$ cat src/rtl/hamming_rx_decoder.sv
// Serial Hamming frame receiver: folds each accepted bit into a running syndrome/parity and registers the corrected 11-bit payload.
// Build option HAMMING_SECDED_EN: 16-bit SECDED frames (positions 0..15); undefined gives 15-bit SEC frames (positions 1..15).
module hamming_rx_decoder #(
    parameter bit ERR_STICKY = 1'b0
) (
    input  logic        clk,
    input  logic        rst,
    input  logic        din,
    input  logic        din_valid,
    input  logic        sof,
    input  logic        clr_err,
    output logic [10:0] dout,
    output logic        dout_valid,
    output logic        err_single,
    output logic        err_double,
    output logic [3:0]  err_pos,
    output logic        busy
);

`ifdef HAMMING_SECDED_EN
    localparam bit         SECDED    = 1'b1;
    localparam logic [3:0] FIRST_POS = 4'd0;
`else
    localparam bit         SECDED    = 1'b0;
    localparam logic [3:0] FIRST_POS = 4'd1;
`endif

    typedef enum logic {IDLE, RECV} state_t;

    state_t      state_q;
    logic [3:0]  count_q;
    logic [3:0]  syn_q;
    logic        par_q;
    logic [9:0]  data_q;   // payload bits 0..9; bit 10 (pos 15) only ever arrives on the final edge
    logic [10:0] dout_q;
    logic        dout_valid_q;
    logic        err_single_q;
    logic        err_double_q;
    logic [3:0]  err_pos_q;

    logic [3:0]  syn_fin;
    logic        par_fin;
    logic        new_single;
    logic        new_double;
    logic [3:0]  new_pos;
    logic [10:0] raw_payload;
    logic [10:0] fix_payload;

    // Data positions are the non-zero, non-power-of-two positions.
    function automatic logic is_data(input logic [3:0] p);
        return (p != 4'd0) && ((p & (p - 4'd1)) != 4'd0);
    endfunction

    function automatic logic [3:0] data_idx(input logic [3:0] p);
        logic [3:0] idx;
        if (p == 4'd3)
            idx = 4'd0;
        else if (p < 4'd8)
            idx = p - 4'd4;
        else
            idx = p - 4'd5;
        return idx;
    endfunction

    // Final decode folds in the position-15 bit presented on the completing edge.
    always_comb begin
        syn_fin     = syn_q ^ (din ? 4'd15 : 4'd0);
        par_fin     = par_q ^ din;
        new_single  = SECDED ? par_fin : (syn_fin != 4'd0);
        new_double  = SECDED && !par_fin && (syn_fin != 4'd0);
        new_pos     = new_single ? syn_fin : 4'd0;
        raw_payload = {din, data_q};
        fix_payload = raw_payload;
        if (new_single && is_data(syn_fin))
            fix_payload[data_idx(syn_fin)] = ~raw_payload[data_idx(syn_fin)];
    end

    always_ff @(posedge clk or posedge rst) begin
        if (rst) begin
            state_q      <= IDLE;
            count_q      <= 4'd0;
            syn_q        <= 4'd0;
            par_q        <= 1'b0;
            data_q       <= '0;
            dout_q       <= '0;
            dout_valid_q <= 1'b0;
            err_single_q <= 1'b0;
            err_double_q <= 1'b0;
            err_pos_q    <= 4'd0;
        end else begin
            dout_valid_q <= 1'b0;
            if (ERR_STICKY && clr_err) begin
                err_single_q <= 1'b0;
                err_double_q <= 1'b0;
            end
            if (din_valid) begin
                if (state_q == IDLE || sof) begin
                    // Start (or restart) a frame; any partial frame is dropped silently.
                    state_q <= RECV;
                    count_q <= FIRST_POS + 4'd1;
                    syn_q   <= din ? FIRST_POS : 4'd0;
                    par_q   <= din;
                    data_q  <= '0;
                end else if (count_q == 4'd15) begin
                    state_q      <= IDLE;
                    count_q      <= 4'd0;
                    syn_q        <= 4'd0;
                    par_q        <= 1'b0;
                    data_q       <= '0;
                    dout_q       <= fix_payload;
                    err_pos_q    <= new_pos;
                    dout_valid_q <= 1'b1;
                    if (ERR_STICKY) begin
                        // A completing frame's flags override a simultaneous clear.
                        err_single_q <= (err_single_q && !clr_err) || new_single;
                        err_double_q <= (err_double_q && !clr_err) || new_double;
                    end else begin
                        err_single_q <= new_single;
                        err_double_q <= new_double;
                    end
                end else begin
                    count_q <= count_q + 4'd1;
                    syn_q   <= syn_q ^ (din ? count_q : 4'd0);
                    par_q   <= par_q ^ din;
                    if (is_data(count_q))
                        data_q[data_idx(count_q)] <= din;
                end
            end
        end
    end

    assign dout       = dout_q;
    assign dout_valid = dout_valid_q;
    assign err_single = err_single_q;
    assign err_double = err_double_q;
    assign err_pos    = err_pos_q;
    assign busy       = (state_q == RECV);

endmodule
$ cat config.mk
export PLATFORM = sky130hd
export DESIGN_NAME = hamming_rx_decoder
export DESIGN_NICKNAME = d
export VERILOG_FILES = /design/src/rtl/hamming_rx_decoder.sv
export SDC_FILE = /design/constraint.sdc
export NUM_CORES = 1
export LEC_CHECK = 0
export CORE_MARGIN = 5
export CORE_UTILIZATION = 30
export CTS_CLUSTER_SIZE = 12
export DETAILED_ROUTE_END_ITERATION = 7
export REMOVE_ABC_BUFFERS = 1
export SLEW_MARGIN = 20
export SYNTH_ARGS = -nofsm -noshare
export SYNTH_HDL_FRONTEND = slang
export SYNTH_SLANG_ARGS = --single-unit
export TNS_END_PERCENT = 10
$ cat constraint.sdc
create_clock -name clk -period 3.45 [get_ports clk]
set_input_delay 0.5175 -clock clk [delete_from_list [all_inputs] [get_ports clk]]
set_output_delay 0.5175 -clock clk [all_outputs]
set_load 0.005 [all_outputs]
==> reports/metrics.yaml <==
first_iter_violations: 139
die_h_um: 102.4
startpoint_type: "input pin"
io_pins: 25
drive_gt1_share_pct: 8.284
final_nets: 349
route.top_layer_used: "met4"
dp_hpwl_um: 4526
post_cts_resized: 0
ys_warn_count: 0
required_ns: 3.60
wl_per_cell_um: 14.19
regToRegStartpoint: "syn_q[2]"
route.vias.total: 2371
cts_tree: "done"
netlist_instances: 324
relSlewSlack_pct: 46.13
insertion_delay_ns: 0.29
most-common-layout-cells: "nor2_1, nand2_1, dfrtp_1, o21ai_0, clkdlybuf4s50_1"
gp_congestion: 0.8470
ant_nets: 0
timing.max_cap.violations: 0
period_needed_ns: 2.751
finalSetupViolCount: 0
endpoint: "dout[0]"
cts.sinks: 36
routed-wl-met2_um: 2875
h-tree-depth: 2
hold_buffers: 0
report.final.slew_viol_count: 0
antennaDiodeCount: 0
r2r_slack_ns: 0.76
crit_path_max_fanout: 5
num_rows: 33
dieArea_sq_um: 10490
avgViaCountPerCell: 5.352
finalSetupTns_ns: 0
io_buffers: 22
hold_depth: 2
status: "completed"
avgSynthCellArea_sq_um: 7.913
worstMarginPinSlew_ns: 0.7976
ys_seq_area_share_pct: 35.14
drc: 0
critPathLaunch: "din"
first_global_vias: 2241
fin_skew_ns: 0.006657
post_cts_buffers: 0
grt_pass1_wl_um: 10580
clockBufferDepth: 2
clkTransAtPathRegs_ns: 0.07
vdd_drop_max_mv: 0.1423
rsz0062_at_grt: "no"
max_freq_ghz: 0.3635
final_common_cell: "nor2_1"
fp.dieW_um: 102.4
grt_usage_pct: 12.45
power.density_nw_per_um2: 430.5
finalPower_w: 0.001282
power.leakage_nw: 1.207
r2r_cells: 8
cts_buffers: 5
overflow: 0
grt_max_degree: 37
critPathCaptureType: "flop"
antenna_found_initial: 0
hold_class: "reg2reg"
firstDrtPassIters: 4
arrival_ns: 2.90
routedLengthMet1_um: 2919
routed-wl-met3_um: 370
async_flop_share_pct: 100.0
path_class: "in2reg"
routed_wirelength_um: 6286
initial_core_util_pct: 31.05
coreArea_sq_um: 8258
period_share_pct: 79.73
ys_ff_latch: 36
synthesis.area_sq_um: 2564
synth_flop_cell: "dfrtp_1"
ys_types: 61
area_delta_synth_final_pct: 16.15
timing.rr.end: "dout[0]"
hold_violations: 0
cts_root_buf: "clkbuf_8"
synth-edff-count: 0
worst min-delay path by stage:
stage	endpoint	startpoint	slack (ns)
floorplan	err_pos[2]	err_pos[2]	0.47
global placement	err_pos[0]	err_pos[0]	0.46
detailed placement	err_pos[0]	err_pos[0]	0.47
global route	err_pos[0]	err_pos[0]	0.51
finish	err_pos[1]	err_pos[1]	0.48
CTS	err_pos[1]	err_pos[1]	0.49
sequential cells by signal (all words and copies together) (netlist names):
| name | cells |
|---|---|
| err_pos | 4 |
| data_q | 10 |
| err_single | 1 |
| dout | 11 |
| busy | 1 |
| count_q | 4 |
| syn_q | 4 |
| dout_valid | 1 |
final cells by class:
cell class / instances / area [sq um]
repair buffers: 29 / 272.8
fillers: 892 / 5280
well taps: 105 / 131.4
inverters: 19 / 71.32
multi-input cells: 246 / 1475
flip-flops and latches: 36 / 900.9
clock buffers: 7 / 96.34
clock inverters: 1 / 30.03
critical path: stages:
cell	delay [ns]
clkdlybuf4s50_1	0.58
nor2_1	0.08
a21oi_1	0.18
ha_1	0.24
inv_1	0.09
maj3_1	0.35
a221oi_2	0.38
o221ai_1	0.20
mux2i_1	0.18
o21ai_0	0.10
cell usage after synthesis, types with 3 or more instances:
library cell,count,share of area (%)
nand2_1,36,5.3
xnor2_1,3,1.0
clkbuf_1,8,1.2
o21ai_0,35,6.8
o21ai_1,3,0.59
a311oi_1,3,1.0
o21a_1,4,1.2
nor2_1,39,5.7
a22o_1,5,1.7
mux2i_1,4,1.6
maj3_1,3,1.2
o211ai_1,3,0.88
buf_2,9,1.8
nor3_1,8,1.6
a32oi_1,4,1.4
nand2b_1,7,1.7
inv_1,17,2.5
a31oi_1,4,0.98
nand3_1,8,1.6
a21oi_1,19,3.7
o31ai_1,5,1.5
buf_4,3,0.88
dfrtp_1,36,35
nor2b_1,6,1.5
ha_1,6,2.9
a21o_1,3,0.88
mux2_2,3,1.3
report_power, final:
part	switching [W]	total [W]	internal, W	leakage (nW)
clock network	0.000158	0.000413	0.000255	0.0645
registers	0.0000538	0.000498	0.000444	0.487
logic	0.000227	0.000371	0.000144	0.656
total	0.000439	0.00128	0.000843	1.21
cell families (layout without fill, tap and decap cells):
kind of cell,Yosys count,in the layout,share of synthesized area [%]
buf+inv,42,56,7.320
fa+ha+maj,9,9,4.100
other cells,1,1,0.1463
mux,7,7,2.879
simple gates,121,121,22.60
flops,36,36,35.14
compound gates,104,104,26.45
xor+xnor,4,4,1.367
metrics by stage:
stage	hold slack (ns)	setup slack, ns	instances	cell area (sq um)	util, %
after floorplan	0.4699	0.8151	301	2447	-
after global placement	0.4634	0.4519	435	2851	34.53
after detailed placement	0.4744	0.4168	435	2851	34.53
after CTS	0.4918	0.7125	443	2978	36.06
after global routing	0.5120	0.5099	443	2978	36.06
final	0.4826	0.6993	443	2978	36.06
per-layer routing:
layer	vias up	global-route usage [%]
met4	0	3.835
met3	12	2.594
li1	1176	-
met5	-	0
met2	84	21.15
met1	1099	15.79
(Power assumes the default switching activity.)
